`config.mk`:
```
export PLATFORM = sky130hd
export DESIGN_NAME = i_fetch_flat
export DESIGN_NICKNAME = d
export VERILOG_FILES = /design/src/rtl/i_fetch_if.sv /design/src/rtl/i_fetch.sv /design/src/flat_wrapper.sv
export SDC_FILE = /design/constraint.sdc
export NUM_CORES = 1
export LEC_CHECK = 0
export CAP_MARGIN = 0
export CELL_PAD_IN_SITES_DETAIL_PLACEMENT = 2
export CELL_PAD_IN_SITES_GLOBAL_PLACEMENT = 2
export CORE_MARGIN = 3
export CORE_UTILIZATION = 18
export DETAILED_ROUTE_END_ITERATION = 8
export PLACE_DENSITY_LB_ADDON = 0.1
export SYNTH_ARGS = -nofsm -noshare
export SYNTH_HDL_FRONTEND = slang
export SYNTH_SLANG_ARGS = --single-unit
```
`constraint.sdc`:
```
create_clock -name i_clk -period 2.6 [get_ports i_clk]
set_input_delay 0.39 -clock i_clk [delete_from_list [all_inputs] [get_ports i_clk]]
set_output_delay 0.39 -clock i_clk [all_outputs]
set_load 0.005 [all_outputs]
```
`src/rtl/i_fetch_if.sv`:
```
// ---------------------------------------------------------------------------
// i_fetch_if
// Bundle between the instruction-fetch stage and the rest of the pipeline.
// The pipeline side (master) drives the run/hold/redirect controls. The
// fetch stage (slave) returns the registered instruction and the sticky
// HALT flag.
// Signal names keep the stage's own i_/o_ naming, seen from the fetch stage.
// ---------------------------------------------------------------------------
interface i_fetch_if #(
    parameter int NBITS = 32
);
    logic             i_enable;
    logic             i_halt;
    logic             i_stall;
    logic [NBITS-1:0] i_jump_address;
    logic             i_jump_select;
    logic [NBITS-1:0] o_instruction;
    logic             o_halt_signal;

    // Pipeline side: drives controls and observes the fetched word.
    modport master (
        output i_enable,
        output i_halt,
        output i_stall,
        output i_jump_address,
        output i_jump_select,
        input  o_instruction,
        input  o_halt_signal
    );

    // Fetch stage side.
    modport slave (
        input  i_enable,
        input  i_halt,
        input  i_stall,
        input  i_jump_address,
        input  i_jump_select,
        output o_instruction,
        output o_halt_signal
    );
endinterface

```
`src/rtl/i_fetch.sv`:
```
// ---------------------------------------------------------------------------
// i_fetch
// Instruction-fetch stage of a 5-stage MIPS pipeline.
//  - Word-addressed PC, wrapping modulo MEM_DEPTH.
//  - Internal read-only instruction ROM with a registered read. The
//    o_instruction register is the ROM output register.
//  - The stage honours enable, external halt, stall and jump redirects.
//    A jump keeps one delay slot: the word at the current PC is still issued.
//  - When the HALT encoding is fetched, a sticky flag is set. The stage
//    then freezes until reset.
// ROM image: built-in, ROM[i] = i, and the last word is HALT_WORD.
// ---------------------------------------------------------------------------
module i_fetch #(
    parameter int               NBITS     = 32,
    parameter int               MEM_DEPTH = 256,
    parameter logic [NBITS-1:0] HALT_WORD = 32'hFFFF_FFFF,
    parameter string            INIT_FILE = "program.mem"
) (
    input  logic        i_clk,
    input  logic        i_reset,
    i_fetch_if.slave    bus
);

    localparam int AW = $clog2(MEM_DEPTH);

    // -----------------------------------------------------------------------
    // State
    // -----------------------------------------------------------------------
    logic [AW-1:0]    pc_q;
    logic [AW-1:0]    pc_d;
    logic [NBITS-1:0] instr_q;
    logic [NBITS-1:0] instr_d;
    logic             halt_q;
    logic             halt_d;

    logic [NBITS-1:0] rom_data_s;
    logic             frozen_s;
    logic             fetch_s;
    logic             rom_is_halt_s;

    // The ROM is indexed by only the low AW bits of a jump target.
    // The upper bits are folded here so that they are not reported as
    // left-over bits.
    logic             unused_jump_hi_s;
    assign unused_jump_hi_s = ^bus.i_jump_address[NBITS-1:AW];

    // -----------------------------------------------------------------------
    // Instruction ROM
    // -----------------------------------------------------------------------
    // Built-in image: every word holds its own index, and the last word holds HALT.
    function automatic logic [NBITS-1:0] rom_default(input logic [AW-1:0] addr);
        logic [NBITS-1:0] word;
        if (addr == AW'(MEM_DEPTH - 1)) begin
            word = HALT_WORD;
        end else begin
            word = NBITS'(addr);
        end
        return word;
    endfunction

    // ROM lookup at the current PC.
    always_comb begin
        rom_data_s = rom_default(pc_q);
    end

    // -----------------------------------------------------------------------
    // Control decode
    // -----------------------------------------------------------------------
    // Classify this cycle as frozen or fetching. Stall holds the stage
    // without freezing it. Stall takes priority over jump, so the
    // requester must keep i_jump_select asserted until the stall clears.
    always_comb begin
        frozen_s      = (!bus.i_enable) | bus.i_halt | halt_q;
        fetch_s       = 1'b0;
        rom_is_halt_s = (rom_data_s == HALT_WORD);
        if (frozen_s) begin
            fetch_s = 1'b0;
        end else if (bus.i_stall) begin
            fetch_s = 1'b0;
        end else begin
            fetch_s = 1'b1;
        end
    end

    // Next-state logic for the PC, the output register and the sticky halt flag.
    always_comb begin
        pc_d    = pc_q;
        instr_d = instr_q;
        halt_d  = halt_q;
        if (fetch_s) begin
            instr_d = rom_data_s;
            halt_d  = halt_q | rom_is_halt_s;
            if (bus.i_jump_select) begin
                pc_d = bus.i_jump_address[AW-1:0];
            end else begin
                pc_d = pc_q + AW'(1);
            end
        end else begin
            pc_d    = pc_q;
            instr_d = instr_q;
            halt_d  = halt_q;
        end
    end

    // State register with synchronous active-high reset. Reset restarts
    // fetch at PC 0 with a NOP on the output.
    always_ff @(posedge i_clk) begin
        if (i_reset) begin
            pc_q    <= '0;
            instr_q <= '0;
            halt_q  <= 1'b0;
        end else begin
            pc_q    <= pc_d;
            instr_q <= instr_d;
            halt_q  <= halt_d;
        end
    end

    assign bus.o_instruction = instr_q;
    assign bus.o_halt_signal = halt_q;

endmodule

```
`src/flat_wrapper.sv`:
```
// flat-port wrapper written by rule: the top's interface ports become plain ports
module i_fetch_flat 
#(
    parameter int               NBITS     = 32,
    parameter int               MEM_DEPTH = 256,
    parameter logic [NBITS-1:0] HALT_WORD = 32'hFFFF_FFFF,
    parameter string            INIT_FILE = "           "
)
  (i_clk, i_reset, bus_i_enable, bus_i_halt, bus_i_stall, bus_i_jump_address, bus_i_jump_select, bus_o_instruction, bus_o_halt_signal);
  i_fetch_if #(.NBITS(NBITS)) bus_i ();
  input  logic i_clk;
  input  logic i_reset;
  input wire logic [$bits(bus_i.i_enable)-1:0] bus_i_enable;
  input wire logic [$bits(bus_i.i_halt)-1:0] bus_i_halt;
  input wire logic [$bits(bus_i.i_stall)-1:0] bus_i_stall;
  input wire logic [$bits(bus_i.i_jump_address)-1:0] bus_i_jump_address;
  input wire logic [$bits(bus_i.i_jump_select)-1:0] bus_i_jump_select;
  output wire logic [$bits(bus_i.o_instruction)-1:0] bus_o_instruction;
  output wire logic [$bits(bus_i.o_halt_signal)-1:0] bus_o_halt_signal;
  assign bus_i.i_enable = bus_i_enable;
  assign bus_i.i_halt = bus_i_halt;
  assign bus_i.i_stall = bus_i_stall;
  assign bus_i.i_jump_address = bus_i_jump_address;
  assign bus_i.i_jump_select = bus_i_jump_select;
  assign bus_o_instruction = bus_i.o_instruction;
  assign bus_o_halt_signal = bus_i.o_halt_signal;
  i_fetch #(.NBITS(NBITS), .MEM_DEPTH(MEM_DEPTH), .HALT_WORD(HALT_WORD), .INIT_FILE(INIT_FILE)) u_core (.i_clk(i_clk), .i_reset(i_reset), .bus(bus_i));
endmodule
```
==> impl_results.md <==
- Seq pwr share: between 40% and 50%
- Final worst-path cycle share: 78.1%
- Register area: between 300 and 400 sq um
- CTS tree: done
- # clock sinks: 18
- Largest area contributor in the netlist: dfxtp_1
- Syn avg cell area: around 7.8 sq um
- Cts repair resizes: 0
- Core Util, Final: 27.2%
- Register bit total from synthesis: 18
- Largest net degree at the start of global routing: 26
- Fmax: ~0.49 GHz
- Critical-path maximum fanout: 25
- Mean routed wirelength per cell: between 10 and 15 microns
- Reg clk slew, reported paths: 0.07 ns
- P per Cell Area: a little over 400 nW/um^2
- Max-capacitance violation count: 0
- Num CTS Buffers: 3
- Die Area: 6480 sq um
- Ys Warns: 0
- RSZ-0062 raised after global routing: no
- Worst Path Buf+Inv: 1
- Max_slew headroom: 53.3%
- Routed Antenna Nets: 0
- Sw Pwr: between 0.1 and 0.15 mW
- Hold Crit Endpoint: u_core.bus.o_instruction[3]
- Final Skew: just under 0.005 ns
- Die span in y: between 80 and 90 microns
- Place WS: ~0.45 ns
- Hold slack: ~0.46 ns
- Vias in the first global route: about 980
- Min-delay src: u_core.bus.o_instruction[3]
- Hold Buf Count CTS: 0
- N_diodes: 0
- Reg2reg setup slack: around 0.94 ns
- Critical path startpoint category: flop
- Post-synth EDFFs: 0
- Pre-Repair DR Iteration Count: 4
- Final Net Count: 191
- Worst EP required: ~2.2 ns
- Crit path cell chain: clkdlybuf4s50_1
- Initial antenna violation count: 0
- Gate Count Post-Synth: about 130
- Fraction of registers with async set/reset: 0%
- GR Overflow Total: 0
- Starting density of the core: roughly a fifth
- Clock Power Share: between 40% and 50%
- # setup viols final: 0
- Top-Level Pins: 71
- Layout area overhead: 42.5%
- Leak pwr: 0.448 nW
- Worst hold stages: 2
- Ratio of cells with drive above 1 in the final layout: roughly 5.3%
- Row count: 26
- Ys flop type: dfxtp_1
- Worst-skew pair later-pin latency: between 0.2 and 0.3 ns
- Register-to-Register Path Depth: 4
- Crit path arrival time: 1.64 ns
- Max incr delay on CP: about 0.74 ns
- Post-synth top cells: buf_4, nand2_1, dfxtp_1, a21oi_1, o21ai_0
- Via count: between 900 and 1000
- Critical Path End Type: output port
- Post-synth top area share: between 30% and 40%
- RePlAce Congestion: 0.697
- Worst R2R End: u_core.pc_q[7]
- Dpl hpwl: between 2000 and 2500 microns
- Hold WC Path Type: reg2reg
- Slew Viols, Final: 0
- Count of unique library cells instantiated by Yosys: 22
- Syn Std Cell Area: ~1000 sq um
- Final Power: 0.583 mW
- Total negative slack: 0 ns
- Delay-heaviest family, CP: flip-flops
- Setup CP Type: reg2out
- Seq/Total Area, Yosys: between 30% and 40%
- Drt drc: 0
- Area of the core: around 5200 sq um
- Clk root buf: clkbuf_8
- Worst-Margin Slew: 0.698 ns
- DR vias/cell: around 4.3
- Overall Global Routing Usage: approximately a tenth
- CP max stage cell: dfxtp_1
- P_int: 0.446 mW
- Initial DRC count: 13
- Fin crit period: approximately 2.0 ns
- Final worst slack: roughly 0.57 ns
- Fillers: between 500 and 600
- Crit Reg-Reg Startpoint: u_core.bus.o_halt_signal
- Dpl cells: roughly 220
- Final wirelength: around 3000 microns
- Max clock buf depth: 2
- H-Tree Depth: 1
- Critical path depth: 1
- Main area contributors after synthesis: dfxtp_1, buf_4, nand2_1
- Die width: around 80 microns
- Area occupied by multi-input gates: roughly 440 sq um
- Port bufs: 46
- Setup bufs post-CTS: 0
- Finished Layout Cells: between 200 and 250
- Switching part of the total: between 20% and 30%
- Maximum vdd ir drop: ~0.14 mV
- Comb pwr share: 9.8%
- Net Count, Synth: ~170
- Placed Area: about 1400 sq um
- Final Hold Viols: 0
- First-pass GRT wire length: 4820 microns
- Final Instance Area: between 1000 and 1500 sq um
- Status: finished clean
cells in the final DEF (no fill, tap or decap), types with 2 or more instances in the layout:
cell / netlist / routed
nand3_1: 5 / 5
o31ai_1: 2 / 2
ha_1: 2 / 2
nor2_1: 5 / 5
clkdlybuf4s50_1: 0 / 46
o21ai_0: 8 / 8
inv_1: 2 / 2
a31oi_1: 5 / 5
a21oi_1: 12 / 12
dfxtp_1: 18 / 18
a211oi_1: 4 / 4
nand2_1: 23 / 23
mux2i_1: 2 / 2
or3_1: 4 / 4
clkbuf_8: 0 / 4
buf_4: 23 / 2
power groups by stage:
stage          combinational (mW)  clock, mW  sequential, mW
2_1_floorplan              0.0267          0           0.291
3_3_place_gp               0.0570          0           0.293
3_5_place_dp               0.0588          0           0.294
4_1_cts                    0.0591      0.252           0.287
5_1_grt                    0.0630      0.260           0.289
6_report                   0.0573      0.239           0.287
worst max-delay path by stage:
stage | startpoint | end | slack [ns]
after floorplan | bus_i_halt | u_core.pc_q[7] | 1.13
after detailed placement | bus_i_halt | u_core.pc_q[7] | 0.45
after global placement | bus_i_halt | u_core.pc_q[7] | 0.49
final | u_core.bus.o_instruction[30] | bus_o_instruction[24] | 0.57
after CTS | u_core.bus.o_instruction[30] | bus_o_instruction[24] | 0.50
after global routing | u_core.bus.o_instruction[30] | bus_o_instruction[24] | 0.41
layer usage:
metal / part of all wire (%) / wire (microns) / track usage, %
met1: 44 / 1320 / 10.8
met2: 48 / 1450 / 17.5
met3: 7.5 / 226 / 2.02
met4: 0.80 / 24 / 3.55
met5: 0 / 0 / 0
worst min-delay path: stages, from the launching register on:
cell and delay, ns:
dfxtp_1 0.31, nand2_1 0.05, a21oi_1 0.05
state kept, by name, indices dropped and copies added (netlist names):
name / cells
u_core.bus.o_halt_signal: 1
u_core.bus.o_instruction: 9
u_core.pc_q: 8
cell type report:
type                            count  area share, %
Clock buffer                        4           3.87
Multi-Input combinational cell     78           30.7
Inverter                            2          0.528
Sequential cell                    18           25.3
Timing Repair Buffer               48           33.4
Tap cell                           70           6.16
cells by family after synthesis:
| logic type | after synthesis | synth area share [%] |
|---|---|---|
| AND/OR/NAND/NOR | 41 | 19.2 |
| AO/OA/AOI/OAI | 33 | 19.4 |
| buffers and inverters | 32 | 20.8 |
| flip-flops | 18 | 36.1 |
| multiplexers | 2 | 2.01 |
| adder cells (fa/ha/maj) | 2 | 2.51 |
Note: power is estimated with default switching activity, not from simulation.
